File: config.mk
export PLATFORM = sky130hd
export DESIGN_NAME = ps2_kb_regs
export DESIGN_NICKNAME = d
export VERILOG_FILES = /design/src/rtl/ps2_kb_regs.sv
export SDC_FILE = /design/constraint.sdc
export NUM_CORES = 1
export LEC_CHECK = 0
export BUFFER_PORTS_ARGS = -buffer_cell sky130_fd_sc_hd__clkbuf_2
export CAP_MARGIN = 30
export CORE_MARGIN = 3
export CORE_UTILIZATION = 63
export CTS_CLUSTER_DIAMETER = 150
export CTS_CLUSTER_SIZE = 28
export DETAILED_ROUTE_END_ITERATION = 8
export PLACE_DENSITY = 0.89
export SYNTH_ARGS = -nofsm -noshare
export SYNTH_HDL_FRONTEND = slang
export SYNTH_SLANG_ARGS = --single-unit
File: constraint.sdc
create_clock -name clk -period 9.7 [get_ports clk]
set_input_delay 1.455 -clock clk [delete_from_list [all_inputs] [get_ports clk]]
set_output_delay 1.455 -clock clk [all_outputs]
set_load 0.02 [all_outputs]
File: src/rtl/ps2_kb_regs.sv
// PS/2 keyboard receiver with scan-code FIFO behind a read-only register window.
// Define KB_BREAK_DECODE_EN to fold 0xE0/0xF0 prefixes into DATA[10:9] flags.
module ps2_kb_regs #(
    parameter int FIFO_DEPTH     = 8,
    parameter int FILTER_LEN     = 4,
    parameter int TIMEOUT_CYCLES = 50000
) (
    input  logic        clk,
    input  logic        rst,
    input  logic        ps2_clk,
    input  logic        ps2_data,
    input  logic        kb_read,
    input  logic [7:0]  kb_addr,
    output logic [31:0] kb_rdata
);
    localparam int AW = $clog2(FIFO_DEPTH);
    localparam int CW = AW + 1;
    localparam int FW = $clog2(FILTER_LEN + 1);
    localparam int TW = $clog2(TIMEOUT_CYCLES + 1);
`ifdef KB_BREAK_DECODE_EN
    localparam int EW = 10;
`else
    localparam int EW = 8;
`endif

    typedef enum logic [1:0] {S_IDLE, S_DATA, S_PARITY, S_STOP} state_t;

    logic          clk_p0, clk_p1, dat_p0, dat_p1;
    logic          clk_filt, fall;
    logic [FW-1:0] filt_cnt;
    state_t        state;
    logic [2:0]    bit_cnt;
    logic [7:0]    shreg;
    logic          par_bit;
    logic [TW-1:0] tcnt;
    logic          timeout, stop_fall, frame_ok, byte_ok, frame_err;
    logic          push_req, push, pop, full, rd_status, rd_data;
    logic [EW-1:0] push_ent, head, last_ent;
    logic          last_vld, ovf, err;
    logic [EW-1:0] mem [FIFO_DEPTH];
    logic [AW-1:0] wr_ptr, rd_ptr;
    logic [CW-1:0] count;
    logic [5:0]    sel;
    logic          addr_lsb_unused;

    assign addr_lsb_unused = ^kb_addr[1:0];

    function automatic logic [31:0] fmt_entry(input logic [EW-1:0] e);
        logic [31:0] r;
        r      = '0;
        r[7:0] = e[7:0];
        r[8]   = 1'b1;
`ifdef KB_BREAK_DECODE_EN
        r[9]   = e[8];
        r[10]  = e[9];
`endif
        return r;
    endfunction

    // Synchronizers; lines idle high
    always_ff @(posedge clk or posedge rst) begin
        if (rst) begin
            clk_p0 <= 1'b1;
            clk_p1 <= 1'b1;
            dat_p0 <= 1'b1;
            dat_p1 <= 1'b1;
        end else begin
            clk_p0 <= ps2_clk;
            clk_p1 <= clk_p0;
            dat_p0 <= ps2_data;
            dat_p1 <= dat_p0;
        end
    end

    // Glitch filter: state flips after FILTER_LEN consecutive differing samples
    always_ff @(posedge clk or posedge rst) begin
        if (rst) begin
            clk_filt <= 1'b1;
            filt_cnt <= '0;
            fall     <= 1'b0;
        end else begin
            fall <= 1'b0;
            if (clk_p1 == clk_filt) begin
                filt_cnt <= '0;
            end else if (filt_cnt == FW'(FILTER_LEN - 1)) begin
                clk_filt <= clk_p1;
                filt_cnt <= '0;
                fall     <= clk_filt;
            end else begin
                filt_cnt <= filt_cnt + 1'b1;
            end
        end
    end

    assign timeout   = (state != S_IDLE) && !fall && (tcnt == TW'(TIMEOUT_CYCLES - 1));
    assign stop_fall = (state == S_STOP) && fall;
    assign frame_ok  = dat_p1 && (^{shreg, par_bit});
    assign byte_ok   = stop_fall && frame_ok;
    assign frame_err = (stop_fall && !frame_ok) || timeout;

    always_ff @(posedge clk or posedge rst) begin
        if (rst) begin
            state   <= S_IDLE;
            bit_cnt <= '0;
            tcnt    <= '0;
        end else begin
            if (fall || state == S_IDLE)
                tcnt <= '0;
            else
                tcnt <= tcnt + 1'b1;
            if (timeout) begin
                state <= S_IDLE;
            end else if (fall) begin
                case (state)
                    S_IDLE: if (!dat_p1) begin
                        state   <= S_DATA;
                        bit_cnt <= '0;
                    end
                    S_DATA: begin
                        bit_cnt <= bit_cnt + 1'b1;
                        if (bit_cnt == 3'd7) state <= S_PARITY;
                    end
                    S_PARITY: state <= S_STOP;
                    default:  state <= S_IDLE;
                endcase
            end
        end
    end

    // Shift register and parity capture carry no reset
    always_ff @(posedge clk) begin
        if (fall && state == S_DATA)   shreg   <= {dat_p1, shreg[7:1]};
        if (fall && state == S_PARITY) par_bit <= dat_p1;
    end

`ifdef KB_BREAK_DECODE_EN
    logic ext_pend, brk_pend, is_prefix;
    assign is_prefix = (shreg == 8'hE0) || (shreg == 8'hF0);
    assign push_req  = byte_ok && !is_prefix;
    assign push_ent  = {ext_pend, brk_pend, shreg};

    always_ff @(posedge clk or posedge rst) begin
        if (rst) begin
            ext_pend <= 1'b0;
            brk_pend <= 1'b0;
        end else if (frame_err || push_req) begin
            ext_pend <= 1'b0;
            brk_pend <= 1'b0;
        end else if (byte_ok) begin
            if (shreg == 8'hE0) ext_pend <= 1'b1;
            if (shreg == 8'hF0) brk_pend <= 1'b1;
        end
    end
`else
    assign push_req = byte_ok;
    assign push_ent = shreg;
`endif

    assign sel       = kb_addr[7:2];
    assign rd_status = kb_read && (sel == 6'd0);
    assign rd_data   = kb_read && (sel == 6'd1);
    assign pop       = rd_data && (count != '0);
    assign full      = (count == CW'(FIFO_DEPTH));
    // A pop in the same cycle frees the slot the push needs
    assign push      = push_req && (!full || pop);
    assign head      = mem[rd_ptr];

    always_ff @(posedge clk) begin
        if (push) mem[wr_ptr] <= push_ent;
    end

    always_ff @(posedge clk or posedge rst) begin
        if (rst) begin
            wr_ptr   <= '0;
            rd_ptr   <= '0;
            count    <= '0;
            ovf      <= 1'b0;
            err      <= 1'b0;
            last_ent <= '0;
            last_vld <= 1'b0;
        end else begin
            if (push) wr_ptr <= wr_ptr + 1'b1;
            if (pop)  rd_ptr <= rd_ptr + 1'b1;
            case ({push, pop})
                2'b10:   count <= count + 1'b1;
                2'b01:   count <= count - 1'b1;
                default: count <= count;
            endcase
            ovf <= (ovf && !rd_status) || (push_req && full && !pop);
            err <= (err && !rd_status) || frame_err;
            if (push_req) begin
                last_ent <= push_ent;
                last_vld <= 1'b1;
            end
        end
    end

    always_comb begin
        kb_rdata = '0;
        case (sel)
            6'd0: begin
                kb_rdata[0]       = (count != '0);
                kb_rdata[1]       = ovf;
                kb_rdata[2]       = err;
                kb_rdata[8 +: CW] = count;
            end
            6'd1:    if (count != '0) kb_rdata = fmt_entry(head);
            6'd2:    if (last_vld)    kb_rdata = fmt_entry(last_ent);
            default: kb_rdata = '0;
        endcase
    end
endmodule

==> results.cfg, run 1 <==
[finish]
num_antenna_cells = 0
fillers = 472
layout-drive-gt1-share = 0.2414
fin_util = 0.7571
final_cells = 540
syn2layout_area_growth_pct = 14.29
fin_nets = 448

[worst_hold_path]
hold_path_class = flip-flop to flip-flop
hold_depth = 0
min_to = dat_p1
hp-start = dat_p0

[worst_setup_path]
crit_arrival_ps = 3240
crit_family = simple AND/OR/NAND/NOR gates
crit_top_cell = clkbuf_2
setup.worst_path.start = kb_addr[7]
critical_path.endpoint_type = primary output
path_max_fanout = 9
slowest_delay_ps = 570
reg2reg_slack_ps = 5760
required_ps = 8250
timing.critical_path.cells = clkbuf_2 -> or4_4 -> nor3_1 -> nand2_1 -> o21ai_0 -> clkbuf_2
reg2reg_to = count[3]
crit_buf_inv = 2
critical_path_class = primary input to primary output
r2r-start = push_ent[3]
start_kind = primary input
ff2ff_path_depth = 11
cpMaxStageDelayCell = or4_4

[yosys]
synth_top_area_frac = 0.3948
synth_most_common_cell = edfxtp_1
yosysSeqAreaShare = 0.6257
synth_ff_type = edfxtp_1
synthDistinctLibCells = 54
synth_area_leader_cell = edfxtp_1
synth_area_leaders = edfxtp_1, dfrtp_1, mux4_2
synth_edf_count = 73
ys_ff_latch = 124
ys_warn_count = 0
netlist_area_um2 = 5553
synth.avg_cell_area_um2 = 14.42
synth-async-reset-ratio = 0.4113
netlist_top_cells_count = edfxtp_1, dfrtp_1, nor2_1, buf_4, nand2_1
synthCells = 385

[floorplan]
die_y_um = 99.88
coreArea_um2 = 8382
start_util = 0.6625
io_pins = 45
die_area_um2 = 9976
die_w_um = 99.88
num_rows = 33

[global_routing]
grt_max_degree = 42
antenna_found_initial = 0
grt-ovfl-total = 0
grt_pass1_vias = 3455
grt_first_pass_wirelength_mm = 18.06
grt_usage = 0.2498

[routing]
drt_iter0_markers = 244
firstDrtPassIters = 5
drc = 0
wl_per_cell_um = 20.98
vias = 3324
routed_wl_mm = 11.33
ant_nets = 0
via_per_inst = 6.156

[cts]
cts_root_buf = clkbuf_8
cts_inserted_buffers = 17
clockBufferDepth = 2
post_cts_buffers = 0
ctsResizeCount = 0
htree_num_levels = 4
cts_tree = built
cts_hold_buf = 0
clock_sinks = 124
clkTransAtPathRegs_ps = 60
insertion_delay_ps = 520

[power]
p_sw_frac = 0.2309
combPwrFrac = 0.051
intPower_w = 0.0009507
seqPwrFrac = 0.470
p_leak_nw = 2.505
switchingPower_w = 0.0002855
clock_power_share = 0.479
ir_drop_uv = 118.2
finalPower_w = 0.001236
power.density_nw_per_um2 = 194.8

[timing]
slew_viol_final = 0
min_period_ps = 4691
rsz0062_at_grt = no
finalSetupViolCount = 0
worst_pin_slew_ps = 882.5
fmax_ghz = 0.2132
hold_viol = 0
holdWs_ps = 354.5
relSlewSlack = 0.4095
final.setup.tns_ps = 0
min_period_over_period = 0.4836
finClkSkew_ps = 6.917

[run]
maxCapViolations = 0

[place]
gp_congestion = 0.8460
dp.cells = 508
dpl.hpwl_mm = 6.844
portBuffers = 22

[status]
status = finished clean
cell usage in the layout, fill, tap and decap left out, types with 9 or more instances in the layout:
cell,synthesis,routed
inv_1,12,11
xnor2_1,11,11
mux2_2,12,12
edfxtp_1,73,73
clkbuf_2,0,22
mux2i_1,11,11
nor3_1,9,9
nand3_1,11,11
clkbuf_16,0,19
o21ai_0,9,9
ha_1,12,12
conb_1,1,20
dfrtp_1,46,46
mux4_2,16,16
nand2_1,21,21
xor2_1,12,12
nor2_1,22,22
worst max path at each step:
stage                             end  depth (start not counted)
after detailed placement  kb_rdata[6]                          7
after floorplan           kb_rdata[3]                          4
after global placement    kb_rdata[6]                          6
after CTS                 kb_rdata[6]                          7
final                     kb_rdata[6]                          6
after global routing      kb_rdata[6]                          7
stage by stage:
step                instance area [um2]  setup slack, ps
CTS                                6346             5009
floorplan                          5624             5375
global route                       6346             4946
finish                             6346             5009
global placement                   5714             5162
detailed placement                 5777             5063
sequential cells by signal (all words and copies together), names as in the netlist, 2 cells and up:
signal,count
wr_ptr,3
push_ent,8
rd_ptr,3
mem,64
last_ent,8
bit_cnt,3
state,2
count,4
filt_cnt,3
tcnt,16
power by group through the flow:
stage	combinational (W)	sequential, W	clock (W)
after detailed placement	0.0000595	0.000590	0
after global placement	0.0000558	0.000589	0
after CTS	0.0000625	0.000580	0.000599
after floorplan	0.0000544	0.000587	0
after global routing	0.0000692	0.000582	0.000625
final	0.0000628	0.000581	0.000593
cell families (layout without fill, tap and decap cells):
group / count (synthesis) / after routing / synth area share
multiplexers: 40 / 40 / 0.1131
buffers and inverters: 43 / 74 / 0.04394
AO/OA/AOI/OAI: 36 / 36 / 0.04304
other: 1 / 20 / 0.0006753
flip-flops: 124 / 124 / 0.6257
XOR/XNOR: 25 / 25 / 0.04461
adder cells (fa/ha/maj): 13 / 13 / 0.03064
AND/OR/NAND/NOR: 103 / 103 / 0.09824
metal layers:
layer	share of wire	wire length [um]	GRT usage
met5	0	0	0
met4	0.029	323	0.1324
met3	0.060	684	0.07366
met2	0.54	6151	0.4274
met1	0.37	4168	0.2829
area by class of cell:
| class | count | area [um2] | area share |
|---|---|---|---|
| clock buffer | 20 | 489.2 | 0.07709 |
| inverter | 12 | 45.04 | 0.007098 |
| multi-input combinational | 237 | 1923 | 0.3030 |
| tap | 105 | 131.4 | 0.02070 |
| clock inverter | 12 | 80.08 | 0.01262 |
| timing repair buffer | 30 | 202.7 | 0.03194 |
| sequential | 124 | 3475 | 0.5475 |
(Power assumes the default switching activity.)
==> run 2: changes to the inputs <==
--- a/config.mk
+++ b/config.mk
@@ -8,11 +8,11 @@
 export BUFFER_PORTS_ARGS = -buffer_cell sky130_fd_sc_hd__clkbuf_2
 export CAP_MARGIN = 30
 export CORE_MARGIN = 3
-export CORE_UTILIZATION = 63
+export CORE_UTILIZATION = 59
 export CTS_CLUSTER_DIAMETER = 150
 export CTS_CLUSTER_SIZE = 28
 export DETAILED_ROUTE_END_ITERATION = 8
-export PLACE_DENSITY = 0.89
+export PLACE_DENSITY = 0.85
 export SYNTH_ARGS = -nofsm -noshare
 export SYNTH_HDL_FRONTEND = slang
 export SYNTH_SLANG_ARGS = --single-unit
==> constraint.sdc (replaced) <==
create_clock -name clk -period 4.6 [get_ports clk]
set_input_delay 0.69 -clock clk [delete_from_list [all_inputs] [get_ports clk]]
set_output_delay 0.69 -clock clk [all_outputs]
set_load 0.02 [all_outputs]
==> run 2 against run 1 <==
  * Clock-buffer cell count is 1 higher
  * Global-route usage shrank 2.1 points
  * Combinational power increased by 100%
  * Setup slack worse by 3900 ps
  * Largest cell class unchanged
==> results.cfg, run 2 (synthesis gave the netlist of run 1 again) <==
[status]
status = finished clean

[finish]
final_common_cell = edfxtp_1
final_cells = 543
fillers = 576
num_antenna_cells = 0
syn2layout_area_growth_pct = 13.20
multi_input_area_um2 = 1916
largest_reg_flops = 64
seqCellArea_um2 = 3475
fin_nets = 448
final_cell_mix = edfxtp_1, dfrtp_1, nor2_1, clkbuf_2, nand2_1
layout-drive-gt1-share = 0.2299
reg.largest.list = mem (64), tcnt (16)
largest_register = mem
final_area_um2 = 6286

[worst_setup_path]
required_ps = 4990
critical_path_class = primary input to flip-flop
critical_path.endpoint_type = flip-flop
start_kind = primary input
path_max_fanout = 7
crit_arrival_ps = 3850

[timing]
min_period_over_period = 0.7503
worst_pin_slew_ps = 1006
rsz0062_at_grt = no
holdWs_ps = 77.34
final.setup.tns_ps = 0
finalSetupViolCount = 0
min_period_ps = 3451
hold_viol = 0
finClkSkew_ps = 8.354
slew_viol_final = 0
fmax_ghz = 0.2898
relSlewSlack = 0.3266

[power]
power.density_nw_per_um2 = 402.2
p_leak_nw = 2.456
ir_drop_uv = 288.2

[global_routing]
grt-ovfl-total = 0
antenna_found_initial = 0
grt_max_degree = 43
grt_pass1_vias = 3307
grt_first_pass_wirelength_mm = 17.39
grt_usage = 0.2287

[cts]
cts_tree = built
ctsResizeCount = 0
insertion_delay_ps = 520
cts_hold_buf = 0
clkTransAtPathRegs_ps = 60
post_cts_buffers = 0
cts_inserted_buffers = 17
cts_root_buf = clkbuf_8
htree_num_levels = 4
clock_sinks = 124
clockBufferDepth = 2

[routing]
drc = 0
vias = 3228
ant_nets = 0
drt_iter0_markers = 238
routed_wl_mm = 11.07
firstDrtPassIters = 4
wl_per_cell_um = 20.39
via_per_inst = 5.945

[run]
maxCapViolations = 0

[floorplan]
die_w_um = 103.0
num_rows = 34
io_pins = 45
start_util = 0.6216
die_y_um = 103.0
die_area_um2 = 10610
coreArea_um2 = 8934

[place]
dp.cells = 511
gp_congestion = 0.7593
place_area_um2 = 5761
portBuffers = 22
dpl.hpwl_mm = 6.956

[worst_hold_path]
hold_path_class = primary input to async pin
## run 2: final timing paths
check                       startpoint  slack [ps]   endpoint  cells past startpoint
hold reg to reg                 dat_p0         360     dat_p1                      0
max in group asynchronous          rst        3960     dat_p1                      3
setup reg to reg           push_ent[7]        1400   count[3]                     11
min in group clk              ps2_data         260     dat_p0                      1
hold / removal                     rst          80  rd_ptr[0]                      2
setup / recovery            kb_addr[7]        1150   count[3]                     12
## run 2: layer usage
| layer | track usage | vias to the layer above | routed length, um |
|---|---|---|---|
| met5 | 0 | - | 0 |
| met4 | 0.09462 | 0 | 172 |
| li1 | - | 1465 | - |
| met1 | 0.2778 | 1625 | 4272 |
| met3 | 0.06969 | 14 | 714 |
| met2 | 0.3823 | 124 | 5910 |
## run 2: critical path, stage by stage
cell and delay, ps:
clkbuf_2 90, or4_4 570, nor3_4 330, nor2b_1 520, nand2_1 190, inv_1 120, ha_1 230, a21o_1 170
a21oi_1 340, or3_1 170, mux2i_1 70, a311o_1 340
## run 2: area by class of cell
type,instances,area share
inverters,12,0.007166
flip-flops and latches,124,0.5527
well taps,108,0.02150
clock buffers,21,0.06827
multi-input cells,237,0.3047
repair buffers,30,0.03025
clock inverters,11,0.01533
## run 2: metrics by stage
step,util,total power (W),worst slack [ps]
6_report,0.7036,0.002528,1149
5_1_grt,0.7036,0.002619,1023
4_1_cts,0.7036,0.002546,1237
3_5_place_dp,0.6448,0.001371,723.1
3_3_place_gp,0.6409,0.001360,994.8
2_1_floorplan,-,0.001353,1380
## run 2: where the power goes
part           internal (W)  leakage [nW]  switching [W]
registers           0.00120          1.35      0.0000225
clock network      0.000712         0.244       0.000466
logic             0.0000445         0.864      0.0000822
total               0.00196          2.46       0.000571
